$ cat src/rtl/fpga_cfg_loader.sv
// ---------------------------------------------------------------------------
// fpga_cfg_loader
//   Takes a byte-wide configuration bitstream and shifts it, MSB first, into
//   a fabric configuration chain. Exactly 8*NBYTES bits are shifted per
//   session. When the bitstream is not a whole number of bytes long, the
//   leading pad bits fall out of the tail of the chain. Once the last bit is
//   shifted, fabric_reset is held for RST_HOLD more cycles and then released.
//
// Ports
//   prog_clk      : clock
//   reset         : asynchronous active-low reset
//   cfg_start     : one-cycle pulse that opens a session (from IDLE/DONE/ERROR)
//   cfg_data      : bitstream byte; the MSB is shifted first
//   cfg_valid     : cfg_data/cfg_last valid (held by the source until accepted)
//   cfg_last      : marks the final byte of the session
//   cfg_ready     : loader takes a byte this cycle
//   ccff_head     : serial data to the chain (registered)
//   prog_clk_en   : clock-gate enable for the fabric prog_clk (registered)
//   fabric_reset  : active-high fabric user reset; low only in DONE
//   cfg_busy      : session in progress (LOAD/SHIFT/HOLD)
//   cfg_done      : session completed
//   cfg_error     : session aborted because cfg_last was misplaced
// ---------------------------------------------------------------------------
module fpga_cfg_loader #(
  parameter int CHAIN_LEN = 128,
  parameter int RST_HOLD  = 4
) (
  input  logic       prog_clk,
  input  logic       reset,
  input  logic       cfg_start,
  input  logic [7:0] cfg_data,
  input  logic       cfg_valid,
  input  logic       cfg_last,
  output logic       cfg_ready,
  output logic       ccff_head,
  output logic       prog_clk_en,
  output logic       fabric_reset,
  output logic       cfg_busy,
  output logic       cfg_done,
  output logic       cfg_error
);

  localparam int NBYTES = (CHAIN_LEN + 7) / 8;
  localparam int NBITS  = 8 * NBYTES;
  localparam int BCW    = $clog2(NBYTES + 1);
  localparam int TCW    = $clog2(NBITS + 1);

  localparam logic [BCW-1:0] NBYTES_C   = BCW'(NBYTES);
  localparam logic [BCW-1:0] LAST_IDX_C = BCW'(NBYTES - 1);
  localparam logic [BCW-1:0] BYTE_ONE   = BCW'(1);
  localparam logic [TCW-1:0] NBITS_C    = TCW'(NBITS);
  localparam logic [TCW-1:0] BIT_ONE    = TCW'(1);
  localparam logic [7:0]     HOLD_END_C = 8'(RST_HOLD - 1);

  localparam logic [2:0] S_IDLE  = 3'd0;
  localparam logic [2:0] S_LOAD  = 3'd1;
  localparam logic [2:0] S_SHIFT = 3'd2;
  localparam logic [2:0] S_HOLD  = 3'd3;
  localparam logic [2:0] S_DONE  = 3'd4;
  localparam logic [2:0] S_ERROR = 3'd5;

  logic [2:0]     r_state;
  logic [7:0]     r_hold_data;
  logic           r_hold_full;
  logic [7:0]     r_sr;
  logic [3:0]     r_sr_cnt;    // bits still to shift out of r_sr
  logic [BCW-1:0] r_byte_cnt;  // bytes accepted this session
  logic [TCW-1:0] r_bit_cnt;   // bits placed on ccff_head this session
  logic [7:0]     r_hold_cnt;
  logic           r_ccff;
  logic           r_pce;

  logic w_active;
  logic w_shift;
  logic w_sr_take;
  logic w_ready;
  logic w_accept;
  logic w_idx_last;
  logic w_err;
  logic w_shift_done;

  assign w_active = (r_state == S_LOAD) || (r_state == S_SHIFT);
  assign w_shift  = (r_state == S_SHIFT) && (r_sr_cnt != 4'd0);

  // The shift register takes the held byte either when it is empty or while
  // its last bit is going out. Reloading on that last bit keeps a steady
  // supply of bytes shifting with no gap between them.
  assign w_sr_take = w_active && r_hold_full &&
                     ((r_sr_cnt == 4'd0) || (w_shift && (r_sr_cnt == 4'd1)));

  // No byte is accepted beyond the NBYTES-th, so the byte counter cannot wrap.
  assign w_ready = w_active && (r_byte_cnt != NBYTES_C) &&
                   (!r_hold_full || w_sr_take);

  assign w_accept   = cfg_valid && w_ready;
  assign w_idx_last = (r_byte_cnt == LAST_IDX_C);

  // cfg_last must appear exactly on byte NBYTES: early last and missing last
  // are both fatal to the session.
  assign w_err = w_accept && (cfg_last != w_idx_last);

  // All bits have been issued. The final bit is on ccff_head with
  // prog_clk_en high during this cycle. The hold period counts from the
  // next cycle.
  assign w_shift_done = (r_state == S_SHIFT) && (r_bit_cnt == NBITS_C);

  always_ff @(posedge prog_clk or negedge reset) begin
    if (!reset) begin
      r_state     <= S_IDLE;
      r_hold_data <= 8'h00;
      r_hold_full <= 1'b0;
      r_sr        <= 8'h00;
      r_sr_cnt    <= 4'd0;
      r_byte_cnt  <= '0;
      r_bit_cnt   <= '0;
      r_hold_cnt  <= 8'h00;
      r_ccff      <= 1'b0;
      r_pce       <= 1'b0;
    end else begin
      // Only a live shift drives the chain; every other cycle idles it.
      r_ccff <= 1'b0;
      r_pce  <= 1'b0;

      case (r_state)
        S_IDLE, S_DONE, S_ERROR: begin
          if (cfg_start) begin
            r_state     <= S_LOAD;
            r_hold_full <= 1'b0;
            r_hold_data <= 8'h00;
            r_sr        <= 8'h00;
            r_sr_cnt    <= 4'd0;
            r_byte_cnt  <= '0;
            r_bit_cnt   <= '0;
            r_hold_cnt  <= 8'h00;
          end
        end

        S_LOAD, S_SHIFT: begin
          if (w_err) begin
            // Stop at once. The bit in flight is not clocked into the chain.
            r_state <= S_ERROR;
          end else begin
            if (w_shift) begin
              r_ccff    <= r_sr[7];
              r_pce     <= 1'b1;
              r_bit_cnt <= r_bit_cnt + BIT_ONE;
            end

            if (w_sr_take) begin
              r_sr     <= r_hold_data;
              r_sr_cnt <= 4'd8;
            end else if (w_shift) begin
              r_sr     <= {r_sr[6:0], 1'b0};
              r_sr_cnt <= r_sr_cnt - 4'd1;
            end

            if (w_accept) begin
              r_hold_data <= cfg_data;
              r_hold_full <= 1'b1;
              r_byte_cnt  <= r_byte_cnt + BYTE_ONE;
            end else if (w_sr_take) begin
              r_hold_full <= 1'b0;
            end

            if ((r_state == S_LOAD) && w_sr_take) begin
              r_state <= S_SHIFT;
            end

            if (w_shift_done) begin
              r_state    <= S_HOLD;
              r_hold_cnt <= 8'h00;
            end
          end
        end

        S_HOLD: begin
          if (r_hold_cnt == HOLD_END_C) begin
            r_state <= S_DONE;
          end else begin
            r_hold_cnt <= r_hold_cnt + 8'd1;
          end
        end

        default: r_state <= S_IDLE;
      endcase
    end
  end

  assign cfg_ready    = w_ready;
  assign ccff_head    = r_ccff;
  assign prog_clk_en  = r_pce;
  assign fabric_reset = (r_state != S_DONE);
  assign cfg_busy     = (r_state == S_LOAD) || (r_state == S_SHIFT) ||
                        (r_state == S_HOLD);
  assign cfg_done     = (r_state == S_DONE);
  assign cfg_error    = (r_state == S_ERROR);

endmodule

$ cat config.mk
export PLATFORM = sky130hd
export DESIGN_NAME = fpga_cfg_loader
export DESIGN_NICKNAME = d
export VERILOG_FILES = /design/src/rtl/fpga_cfg_loader.sv
export SDC_FILE = /design/constraint.sdc
export NUM_CORES = 1
export LEC_CHECK = 0
export ABC_AREA = 1
export CORE_MARGIN = 2
export CORE_UTILIZATION = 45
export CTS_CLUSTER_SIZE = 30
export DETAILED_ROUTE_END_ITERATION = 7
export GPL_TIMING_DRIVEN = 1
export PLACE_DENSITY = 0.66
export SKIP_LAST_GASP = 1
export SYNTH_ARGS = -nofsm -noshare
export SYNTH_HDL_FRONTEND = slang
export SYNTH_SLANG_ARGS = --single-unit
export TNS_END_PERCENT = 30
$ cat constraint.sdc
create_clock -name prog_clk -period 2 [get_ports prog_clk]
set_clock_uncertainty 0.2 [all_clocks]
set_input_delay 0.4 -clock prog_clk [delete_from_list [all_inputs] [get_ports prog_clk]]
set_output_delay 0.4 -clock prog_clk [all_outputs]
set_load 0.01 [all_outputs]
==> results of run 1 <==
tightest hold or removal path, stage by stage, from the launching register on:
cell,delay (ns)
dfrtp_1,0.35
nand2_1,0.05
nand2_1,0.05
routing by layer:
metal,track usage,vias to the layer above,wire length (um)
li1,-,1286,-
met1,0.262,1131,2900
met2,0.332,33,3060
met3,0.0363,8,186
met4,0.0550,0,82
met5,0,-,0
per-stage QoR:
stage          setup slack [ns]  instance area (um^2)  setup TNS [ns]  hold slack, ns
2_1_floorplan            0.0155                  2730               0         -0.0956
3_3_place_gp            -0.0862                  3300           -2.35           0.207
3_5_place_dp             -0.113                  3300           -3.42           0.207
4_1_cts                  -0.194                  3530           -3.31           0.279
5_1_grt                  -0.133                  3760           -4.65           0.303
6_report                -0.0669                  3760          -0.397           0.278
layout make-up:
class	count	share of cell area
clock buffer	8	0.0266
inverter	44	0.0452
multi-input combinational	269	0.420
sequential	47	0.313
tap	75	0.0249
timing repair buffer	73	0.171
power by group through the flow:
stage / registers (mW) / clock network (mW) / logic (mW)
global route: 1.31 / 0.702 / 3.43
detailed placement: 1.29 / 0 / 2.40
finish: 1.29 / 0.639 / 3.13
global placement: 1.29 / 0 / 2.36
CTS: 1.27 / 0.653 / 2.71
floorplan: 1.28 / 0 / 1.41
logic make-up (layout without fill, tap and decap cells):
kind of cell | Yosys count | after routing | synth area share
XOR/XNOR | 12 | 12 | 0.0387
AND/OR/NAND/NOR | 235 | 236 | 0.374
adder cells (fa/ha/maj) | 9 | 9 | 0.0414
flip-flops | 47 | 47 | 0.433
AO/OA/AOI/OAI | 12 | 12 | 0.0345
buffers and inverters | 51 | 125 | 0.0783
placed cells by master (no fill, tap or decap), types with 2 or more instances in the layout:
cell type	instances
nand2_1	138
dfrtp_1	47
buf_4	42
inv_1	31
nand3_1	25
nor2_1	14
nand2_2	14
clkdlybuf4s50_1	13
nand3_2	12
inv_2	11
xor2_1	11
buf_6	9
clkbuf_8	7
nand4_1	6
ha_1	6
nor2_2	5
nand2_4	5
nor2_4	4
nor3_1	4
dlygate4sd2_1	4
a21oi_2	3
nand3b_1	3
a21oi_4	2
nand2_8	2
o21ai_0	2
ha_4	2
buf_2	2
buf_12	2
timing repair:
item | CTS | global route
hold buffers | 1 | 0
endpoints found under the setup margin | 49 | 52
setup buffers | 3 | 7
gates resized for setup | 28 | 48
cloned | 1 | 0
pin swaps | 10 | 21
endpoints found under the hold margin | 47 | 0
how the worst max path moves through the flow:
stage | end | startpoint | slack (ns)
finish | cfg_ready | r_sr_cnt[0]$_DFFE_PN0P_ | -0.07
global route | r_state[0]$_DFFE_PN0P_ | r_byte_cnt[1]$_DFFE_PN0P_ | -0.13
CTS | cfg_ready | r_sr_cnt[1]$_DFFE_PN0P_ | -0.19
detailed placement | cfg_ready | r_sr_cnt[1]$_DFFE_PN0P_ | -0.11
global placement | r_hold_cnt[0]$_DFFE_PN0P_ | cfg_last | -0.09
floorplan | r_hold_cnt[2]$_DFFE_PN0P_ | r_byte_cnt[0]$_DFFE_PN0P_ | 0.02
state kept, by name (all words and copies together) (netlist names):
signal	count
r_hold_data	8
r_sr_cnt	4
r_hold_full	1
ccff_head	1
r_bit_cnt	8
r_hold_cnt	8
prog_clk_en	1
r_state	3
r_sr	8
r_byte_cnt	5
==> impl_metrics.yaml, run 1 <==
final_layout:
  n_antenna_cell: 0
  seq_area_um2: 1180
  num-nets-final: 462
  fillers: 505
  multi_input_area_um2: 1580
  drive_above_1_share: 0.293
  final_util: 0.639
  areaGrowthSynthToFinish_pct: 38.5
  final_cells: 516
run:
  maxCapViolations: 0
cts:
  cts_sinks: 47
  path_clk_slew_ns: 0.09
  cts_buffers: 5
  clock_latency_ns: 0.30
  cts_root_buffer: "clkbuf_8"
  cts_buffer_depth: 2
  cts_max_level: 2
  tritoncts: "yes"
detailed_routing:
  wl_per_cell_um: 12.1
  drt-vias-per-instance: 4.76
  drtPass1Iterations: 5
  drc: 0
  routed_wl_mm: 6.22
  drt_iter0_markers: 91
  route.vias.total: 2458
  postRouteAntennaNets: 0
sta:
  tightest_slew_ns: 0.281
  report.final.setup_viol: 21
  timing.final.crit_share: 1.03
  rsz0062_at_grt: "yes"
  setup_slack_ns: -0.0669
  fmax_mhz: 484
  drv_slew: 0
  hold_viol: 0
  fin_crit_ns: 2.07
  slew_headroom: 0.811
floorplanning:
  start_util: 0.462
  coreArea_um2: 5890
  die_h_um: 81.7
  ios: 20
  rows: 28
  die-area_um2: 6680
  die_w_um: 81.7
outcome:
  outcome: "finished with violations"
  failed_checks: "negative setup slack"
power_and_ir_drop:
  seq_power_share: 0.255
  p_comb_frac: 0.619
  p_per_area_nw_per_um2: 1350
  ir_worst_vdd_uv: 673
  p_leak_nw: 2.00
  intPower_mw: 2.82
  clkPwrFrac: 0.126
  power.total_mw: 5.06
  sw_frac_of_total: 0.443
  p_sw_mw: 2.24
grt:
  grtUsageTotal: 0.197
  grt_pass1_vias: 2277
  grt_max_degree: 48
  grt_pass1_wl_mm: 10.1
  antenna_found_initial: 0
  grt_overflow: 0
worst_setup_path:
  path_cells: "buf_6 -> ha_4 -> inv_2 -> nor2_1 -> nand2_1 -> nand3_2 -> nand2_1 -> inv_1 -> buf_2"
  critPathRequiredTime_ns: 1.40
  arrival_ns: 1.47
  crit_path_frequent_cell: "nand2_1"
  crit_path_max_incr_delay_ns: 0.40
  timing.rr.start: "r_sr_cnt[0]$_DFFE_PN0P_"
  ff2ff_path_depth: 13
  cpMaxStageDelayCell: "dfrtp_1"
  cp_max_fo: 2
  critPathBufInv: 4
  crit_family: "flip-flops"
  cp-start-kind: "flop"
  r2r_setup_slack_ns: -0.03
  cp_num_cells: 9
  criticalPathCategory: "reg -> out"
  crit_path_end_kind: "output pin"
  r2r-end: "r_bit_cnt[4]$_DFFE_PN0P_"
worst_hold_path:
  hold_path_class: "reg -> reg"
  whs_path_depth: 2
  hold_start: "r_byte_cnt[3]$_DFFE_PN0P_"
  hold-path-endpoint: "r_byte_cnt[3]$_DFFE_PN0P_"
synthesis:
  ys_async_sr_fraction: 1.00
  yosysTopAreaCellShare: 0.433
  synth_area_leaders: "dfrtp_1, nand2_1, nand3_1"
  yosysMostFrequentCell: "nand2_1"
  synth_seq_cells: 47
  ys.flop_type: "dfrtp_1"
  postSynthCellCount: 366
  syn_area_um2: 2720
  ys_seq_area_frac: 0.433
  yosysWarningCount: 0
  synth_edf_count: 0
  ys_top_cells_by_count: "nand2_1, dfrtp_1, inv_1, nand3_1, nor2_1"
  avgSynthCellArea_um2: 7.43
  synth_nets: 388
  synth.largest_area_cell: "dfrtp_1"
  synth_cell_type_count: 28
placement:
  gp_congestion: 0.840
  dp_cells: 496
  hpwlAfterDp_mm: 4.20
  io_buffer_count: 19
No activity file was read; power rests on OpenSTA's default activity.
==> inputs of run 2 (changes only) <==
CORE_UTILIZATION = 53   (was 45)
PLACE_DENSITY = 0.76   (was 0.66)
==> run 2 against run 1 <==
  * The flow still finishes with violations (negative setup slack)
  * Worst setup slack lost 0.15 ns
  * Final cell count shrank 2.3%
  * Combinational power shrank 10%
  * Power shrank 4.3%
  * Wire length shrank 1.2%
  * Fmax shrank 6.7%
==> impl_metrics.yaml, run 2 (same netlist as run 1, synthesis figures left out) <==
sta:
  report.final.setup_viol: 49
  tightest_slew_ns: 0.498
  fin_crit_ns: 2.21
  hold_viol: 0
  timing.final.crit_share: 1.11
  drv_slew: 0
  whs_ns: 0.281
  setup_slack_ns: -0.214
  slew_headroom: 0.668
  rsz0062_at_grt: "yes"
  fmax_mhz: 452
floorplanning:
  rows: 26
  die_h_um: 75.6
  die_w_um: 75.6
  die-area_um2: 5720
  start_util: 0.539
  coreArea_um2: 5040
  ios: 20
worst_setup_path:
  ff2ff_path_depth: 12
  timing.rr.start: "r_state[1]$_DFFE_PN0P_"
  criticalPathCategory: "reg -> reg"
  cp-start-kind: "flop"
  r2r-end: "r_hold_full$_DFFE_PN0P_"
  critPathRequiredTime_ns: 2.00
  cp_max_fo: 6
  arrival_ns: 2.21
  startpoint: "r_state[1]$_DFFE_PN0P_"
  crit_path_end_kind: "flop"
  r2r_setup_slack_ns: -0.21
final_layout:
  seq_area_um2: 1180
  num-nets-final: 455
  final_cells: 504
  n_antenna_cell: 0
  final_util: 0.719
  fillers: 385
  drive_above_1_share: 0.251
  final_common_cell: "nand2_1"
  final_cell_mix: "nand2_1, dfrtp_1, buf_4, inv_1, nand3_1"
  multi_input_area_um2: 1510
  areaGrowthSynthToFinish_pct: 33.3
cts:
  cts_buffer_depth: 2
  cts_max_level: 2
  tritoncts: "yes"
  path_clk_slew_ns: 0.09
  cts_buffers: 5
  clock_latency_ns: 0.31
  cts_root_buffer: "clkbuf_8"
  cts_sinks: 47
power_and_ir_drop:
  p_leak_nw: 1.96
  p_per_area_nw_per_um2: 1340
  ir_worst_vdd_uv: 770
  power.total_mw: 4.85
worst_hold_path:
  hold_path_class: "reg -> reg"
  hold-path-endpoint: "r_sr[4]$_DFFE_PN0P_"
  whs_path_depth: 2
  hold_start: "r_sr[4]$_DFFE_PN0P_"
detailed_routing:
  drt_iter0_markers: 141
  drc: 0
  postRouteAntennaNets: 0
  routed_wl_mm: 6.15
  wl_per_cell_um: 12.2
  drtPass1Iterations: 4
  drt-vias-per-instance: 4.95
  route.vias.total: 2495
grt:
  grt_pass1_vias: 2413
  antenna_found_initial: 0
  grtUsageTotal: 0.238
  grt_pass1_wl_mm: 10.5
  grt_overflow: 0
  grt_max_degree: 29
outcome:
  outcome: "finished with violations"
  failed_checks: "negative setup slack"
placement:
  gp_congestion: 0.873
  hpwlAfterDp_mm: 4.19
  io_buffer_count: 19
  dp_cells: 486
run:
  maxCapViolations: 0
-- run 2: how the worst max path moves through the flow --
stage / end / cells after the start
floorplan: r_hold_cnt[2]$_DFFE_PN0P_ / 11
global placement: cfg_ready / 8
detailed placement: r_hold_data[6]$_DFFE_PN0P_ / 11
CTS: cfg_ready / 8
global route: r_hold_full$_DFFE_PN0P_ / 12
finish: r_hold_full$_DFFE_PN0P_ / 12
-- run 2: metal layers --
layer / wire [um] / vias to the layer above / global-route usage
li1: - / 1269 / -
met1: 2730 / 1175 / 0.316
met2: 3150 / 45 / 0.414
met3: 209 / 6 / 0.0397
met4: 57 / 0 / 0.0487
met5: 0 / - / 0
-- run 2: repair_timing --
| action | in CTS | in global routing |
|---|---|---|
| hold endpoints to repair | 19 | 0 |
| setup endpoints to repair | 49 | 52 |
| pin swaps | 12 | 10 |
| resized for setup | 28 | 29 |
| hold buffers | 1 | 0 |
| setup buffers | 5 | 2 |
| cloned | 2 | 0 |
-- run 2: power by group --
group	total (mW)	leakage (nW)	switching, mW	internal, mW
registers	1.30	0.643	0.163	1.14
clock network	0.731	0.0587	0.352	0.379
logic	2.81	1.25	1.63	1.18
total	4.85	1.96	2.15	2.70
-- run 2: area by class of cell --
type,count,share of cell area
Clock buffer,5,0.0190
Tap cell,70,0.0242
Timing Repair Buffer,65,0.153
Clock inverter,3,0.0131
Timing Repair inverter,1,0.00207
Sequential cell,47,0.325
Multi-Input combinational cell,269,0.416
Inverter,44,0.0477
-- run 2: critical path: stages (launching register included) --
cell and delay [ns]:
dfrtp_1 0.43, buf_4 0.15, buf_4 0.12, nand3_2 0.10
buf_4 0.14, nand2_1 0.13, inv_2 0.19, a21oi_1 0.08
buf_4 0.15, nand2_1 0.06, nand2_1 0.07, o21ai_0 0.21
nand2_1 0.07
-- run 2: stage by stage --
step / instance area [um^2] / TNS (ns) / setup WS (ns)
after floorplan: 2730 / 0 / 0.0155
after global placement: 3250 / -4.19 / -0.126
after detailed placement: 3250 / -6.99 / -0.202
after CTS: 3520 / -5.56 / -0.233
after global routing: 3620 / -10.67 / -0.319
final: 3620 / -6.11 / -0.214
